[src/rtl/oehb_fifo_pkg.sv]
// Shared sizing helpers for the opaque elastic buffer and its controller.
package oehb_fifo_pkg;

    // Slot pointers keep at least one bit so a single-slot buffer still has an address.
    function automatic int unsigned ptr_width(input int unsigned n);
        return (n > 1) ? $clog2(n) : 1;
    endfunction

    function automatic int unsigned cnt_width(input int unsigned n);
        return $clog2(n + 1);
    endfunction

endpackage

[src/rtl/oehb_fifo_ctrl.sv]
// Dataless control for the opaque elastic buffer: pointers, occupancy and handshake.
module oehb_fifo_ctrl
    import oehb_fifo_pkg::*;
#(
    parameter int unsigned NUM_SLOTS  = 2,
    parameter bit          READY_PASS = 1'b1
) (
    input  logic                                clk,
    input  logic                                rst,
    input  logic                                ins_valid,
    input  logic                                outs_ready,
    output logic                                ins_ready,
    output logic                                outs_valid,
    output logic                                wr_en_c,
    output logic [ptr_width(NUM_SLOTS)-1:0]     wr_addr,
    output logic [ptr_width(NUM_SLOTS)-1:0]     rd_addr,
    output logic [cnt_width(NUM_SLOTS)-1:0]     count
);

    localparam int unsigned     PW       = ptr_width(NUM_SLOTS);
    localparam int unsigned     CW       = cnt_width(NUM_SLOTS);
    localparam logic [PW-1:0]   LAST     = PW'(NUM_SLOTS - 1);
    localparam logic [CW-1:0]   FULL_CNT = CW'(NUM_SLOTS);

    logic [PW-1:0] head;
    logic [PW-1:0] tail;
    logic          full;
    logic          empty;
    logic          push;
    logic          pop;

    // Wrap explicitly so non-power-of-two depths cycle through exactly NUM_SLOTS entries.
    function automatic logic [PW-1:0] next_ptr(input logic [PW-1:0] p);
        return (p == LAST) ? '0 : p + PW'(1);
    endfunction

    assign full       = (count == FULL_CNT);
    assign empty      = (count == '0);
    assign outs_valid = ~empty;
    assign ins_ready  = READY_PASS ? (~full | outs_ready) : ~full;
    assign push       = ins_valid & ins_ready;
    assign pop        = outs_valid & outs_ready;
    assign wr_en_c    = push & ~rst;
    assign wr_addr    = tail;
    assign rd_addr    = head;

    always_ff @(posedge clk) begin
        if (rst) begin
            head  <= '0;
            tail  <= '0;
            count <= '0;
        end else begin
            if (push) tail <= next_ptr(tail);
            if (pop)  head <= next_ptr(head);
            if (push && !pop)      count <= count + CW'(1);
            else if (pop && !push) count <= count - CW'(1);
        end
    end

    a_count_bound: assert property (@(posedge clk) disable iff (rst) count <= FULL_CNT);
    a_push_legal:  assert property (@(posedge clk) disable iff (rst) !(wr_en_c && !ins_ready));

endmodule

[src/rtl/oehb_fifo.sv]
// Multi-slot, output-registered elastic buffer: controller plus slot storage and read mux.
module oehb_fifo
    import oehb_fifo_pkg::*;
#(
    parameter int unsigned DATA_TYPE  = 32,
    parameter int unsigned NUM_SLOTS  = 2,
    parameter bit          READY_PASS = 1'b1
) (
    input  logic                            clk,
    input  logic                            rst,
    input  logic [DATA_TYPE-1:0]            ins,
    input  logic                            ins_valid,
    output logic                            ins_ready,
    output logic [DATA_TYPE-1:0]            outs,
    output logic                            outs_valid,
    input  logic                            outs_ready,
    output logic [cnt_width(NUM_SLOTS)-1:0] count
);

    localparam int unsigned PW = ptr_width(NUM_SLOTS);

    logic                 wr_en_c;
    logic [PW-1:0]        wr_addr;
    logic [PW-1:0]        rd_addr;
    logic [DATA_TYPE-1:0] mem [NUM_SLOTS];

    oehb_fifo_ctrl #(
        .NUM_SLOTS  (NUM_SLOTS),
        .READY_PASS (READY_PASS)
    ) u_ctrl (
        .clk        (clk),
        .rst        (rst),
        .ins_valid  (ins_valid),
        .outs_ready (outs_ready),
        .ins_ready  (ins_ready),
        .outs_valid (outs_valid),
        .wr_en_c    (wr_en_c),
        .wr_addr    (wr_addr),
        .rd_addr    (rd_addr),
        .count      (count)
    );

    // Storage is left unreset; the controller guarantees no slot is read before it is written.
    always_ff @(posedge clk) begin
        if (wr_en_c) mem[wr_addr] <= ins;
    end

    assign outs = mem[rd_addr];

endmodule

[config.mk]
export PLATFORM = sky130hd
export DESIGN_NAME = oehb_fifo
export DESIGN_NICKNAME = d
export VERILOG_FILES = /design/src/rtl/oehb_fifo_pkg.sv /design/src/rtl/oehb_fifo_ctrl.sv /design/src/rtl/oehb_fifo.sv
export SDC_FILE = /design/constraint.sdc
export NUM_CORES = 1
export LEC_CHECK = 0
export BUFFER_PORTS_ARGS = -buffer_cell sky130_fd_sc_hd__buf_2
export CAP_MARGIN = 10
export CORE_MARGIN = 2
export CORE_UTILIZATION = 40
export DETAILED_ROUTE_END_ITERATION = 10
export PLACE_DENSITY_LB_ADDON = 0.05
export SLEW_MARGIN = 20
export SYNTH_ARGS = -nofsm -noshare
export SYNTH_HDL_FRONTEND = slang
export SYNTH_HIERARCHICAL = 1
export SYNTH_SLANG_ARGS = --single-unit
export TNS_END_PERCENT = 20
[constraint.sdc]
create_clock -name clk -period 2.8 [get_ports clk]
set_clock_uncertainty 0.15 [all_clocks]
set_input_delay 0.42 -clock clk [delete_from_list [all_inputs] [get_ports clk]]
set_output_delay 0.42 -clock clk [all_outputs]
set_load 0.005 [all_outputs]
==> impl_results.md <==
- GPL Wtd Cong: 0.7242
- Tcrit/Tclk final: 0.7455
- Cts bufs inserted: 9
- Leakage power: 1.289 nW
- Setup crit start kind: register
- Switching part of the total: 0.2522
- Reg2reg setup slack: 710 ps
- Top Ports: 72
- Final Max Tran Viols: 0
- Clk sinks: 68
- DRT iter0 DRCs: 37
- Initial Util: 0.4189
- Worst skew pair latency: 330 ps
- Critical Path End Type: register
- CP max-delay cell: and2_2
- Most frequent cells in the layout: buf_2 (71), edfxtp_1 (64), mux2_4 (30)
- Detailed-route via count: 1335
- Setup crit start: u_ctrl/count[0]$_SDFFE_PP0P_
- Slew margin rel.: 0.4885
- Switching Power: 0.6290 mW
- Final Hold Fails: 0
- Worst EP required: 2610 ps
- Cts hold-fix bufs: 0
- Count of cell types in the netlist: 21
- Fin cells: 287
- RR Endpoint: mem[1][12]$_DFFE_PP_
- Core Area: 6422 sq um
- Residual DRC: 0
- Die footprint: 7397 sq um
- VDD IR-drop max: 0.0003321 V
- Register bit total from synthesis: 68
- Clk buf depth: 2
- Top Metal Used: met4
- Synth area leaders: edfxtp_1 (71%), mux2_4 (17%), dfxtp_1 (3.0%), buf_12 (2.2%), xor2_1 (0.98%)
- Clock-pin slew on the worst setup and hold paths: 70 ps
- Xor-xnor portion of the synthesized cell area: 0.009767
- Final ANT Viol Nets: 0
- Clock group share of total power: 0.258
- M1 wire length: 1542 microns
- Area grow syn2layout: 21.26%
- Status: complete, no violations
- Global-route wire length before repair: 6465 microns
- Post-synth top area share: 0.7144
- Commonest non-fill, non-tap cell in the layout: buf_2
- CTS root buf: clkbuf_8
- Initial antenna violation count: 0
- Worst Tran Pin Value: 767.2 ps
- Yosys top cell by area: edfxtp_1
- Largest net degree at the start of global routing: 33
- WP data arrival: 1900 ps
- Multiplexer area fraction after synthesis: 0.1758
- Largest family of logic cells by synthesized area: multiplexers
- Number of global-route vias before repair: 1374
- Min Tclk post-route: 2087 ps
- Sequential fraction of the synthesis area: 0.7442
- Post-route cell area: 3262 sq um
- Maximum single-stage delay on the critical path: 650 ps
- Reg2reg start: u_ctrl/count[0]$_SDFFE_PP0P_
- Seq pwr share: 0.492
- Gate power share: 0.249
- Cells after DPL: 271
- Site row count: 29
- Yosys Warn Count: 6
- Vias per Instance: 4.652
- H-tree levels: 3
- Antenna Cells: 0
- Cell area after placement: 3103 sq um
- I/O Buffers: 71
- Syn Area/Cell: 21.69 sq um
- Pint: 1.865 mW
- Post-synthesis adder-cell area fraction: 0.004651
- Post-Route WL: 4161 microns
- Post-Syn Nets: 161
- Met3 Wirelength: 275 microns
- WL met2: 2255 microns
- Max Cap Viol: 0
- RSZ-0062 raised after global routing: no
- Final #Nets: 242
- Setup slack after layout: 712.5 ps
- Crit-path cells: or3b_4 -> and2_4 -> nor2b_4 -> and2_2
- Total Power: 2.494 mW
- GRT overflow: 0
- CP Class: reg -> reg
- Final Core Density: 0.5079
- TNS Setup: 0 ps
- Average wire per standard cell: 14.50 microns
- R2R cell count: 4
- CP endpoint: mem[1][12]$_DFFE_PP_
- Synthesized area: 2690 sq um
- HP Class: in -> reg
- Total GRT Usage: 0.1209
- Synth Area in Compound Gates: 0.008837
- Setup WS pre-CTS: 638.3 ps
- Drt pass-1 iters: 4
- Die width: 86.01 microns
- Postcts setup bufs: 0
- Synth Instances: 124
- Post-CTS resize count: 0
- Die Height: 86.01 microns
- Ratio of cells with drive above 1 in the final layout: 0.6095
- CP max FO: 32
- PwrDens: 764.7 nW/um^2
- Simple-gate share of the synthesized area: 0.03023
- Max Clk Rate: 479.0 MHz
- TritonCTS clock tree: done
- Setup violators final: 0
- Hold WS: 121.4 ps
[Yosys cell counts, drive strengths merged]
cell / number
edfxtp: 64
mux2: 32
buf: 4
dfxtp: 4
nor2: 3
o21ai: 3
xor2: 3
and2: 2
nor2b: 2
a21oi: 1
ha: 1
nand2b: 1
nand3: 1
or2: 1
or3: 1
or3b: 1
[critical path: cells and delay by family (launching register included)]
kind	cells	cell delay, ps
flops	1	430
simple gates	4	1120
[worst min path at each step]
stage	startpoint	to	slack [ps]	cells past startpoint
global route	ins[10]	mem[0][10]$_DFFE_PP_	100	1
finish	ins[4]	mem[0][4]$_DFFE_PP_	120	1
global placement	u_ctrl/count[1]$_SDFFE_PP0P_	u_ctrl/count[1]$_SDFFE_PP0P_	340	2
CTS	ins[16]	mem[0][16]$_DFFE_PP_	110	1
detailed placement	u_ctrl/count[1]$_SDFFE_PP0P_	u_ctrl/count[1]$_SDFFE_PP0P_	380	2
floorplan	u_ctrl/wr_addr$_SDFFE_PP0P_	u_ctrl/wr_addr$_SDFFE_PP0P_	340	2
[cells by family after synthesis]
logic type,after synthesis
AND/OR/NAND/NOR,12
AO/OA/AOI/OAI,4
buffers and inverters,4
adder cells (fa/ha/maj),1
XOR/XNOR,3
multiplexers,32
flip-flops,68
[power groups by stage]
stage | Combinational, mW | Clock [mW] | Sequential [mW]
final | 0.622 | 0.645 | 1.23
after global routing | 0.678 | 0.721 | 1.23
after CTS | 0.640 | 0.675 | 1.23
after detailed placement | 0.636 | 0 | 1.25
after global placement | 0.623 | 0 | 1.24
after floorplan | 0.480 | 0 | 1.25
[final cells by class]
class	count	area (sq um)
multi-input combinational	52	625.6
fill	550	3161
clock buffer	10	127.6
sequential	68	2003
timing repair buffer	74	377.9
tap	77	96.34
clock inverter	6	31.28
[sequential cells by signal, indices dropped and copies added, names as in the netlist]
name	cells
mem	64
u_ctrl/count	2
u_ctrl/rd_addr	1
u_ctrl/wr_addr	1
[per-layer routing]
layer	GRT usage	vias to the layer above
met5	0	-
met4	0.05628	0
met3	0.04427	12
met2	0.2107	46
met1	0.1299	634
li1	-	643
(Power assumes the default switching activity.)
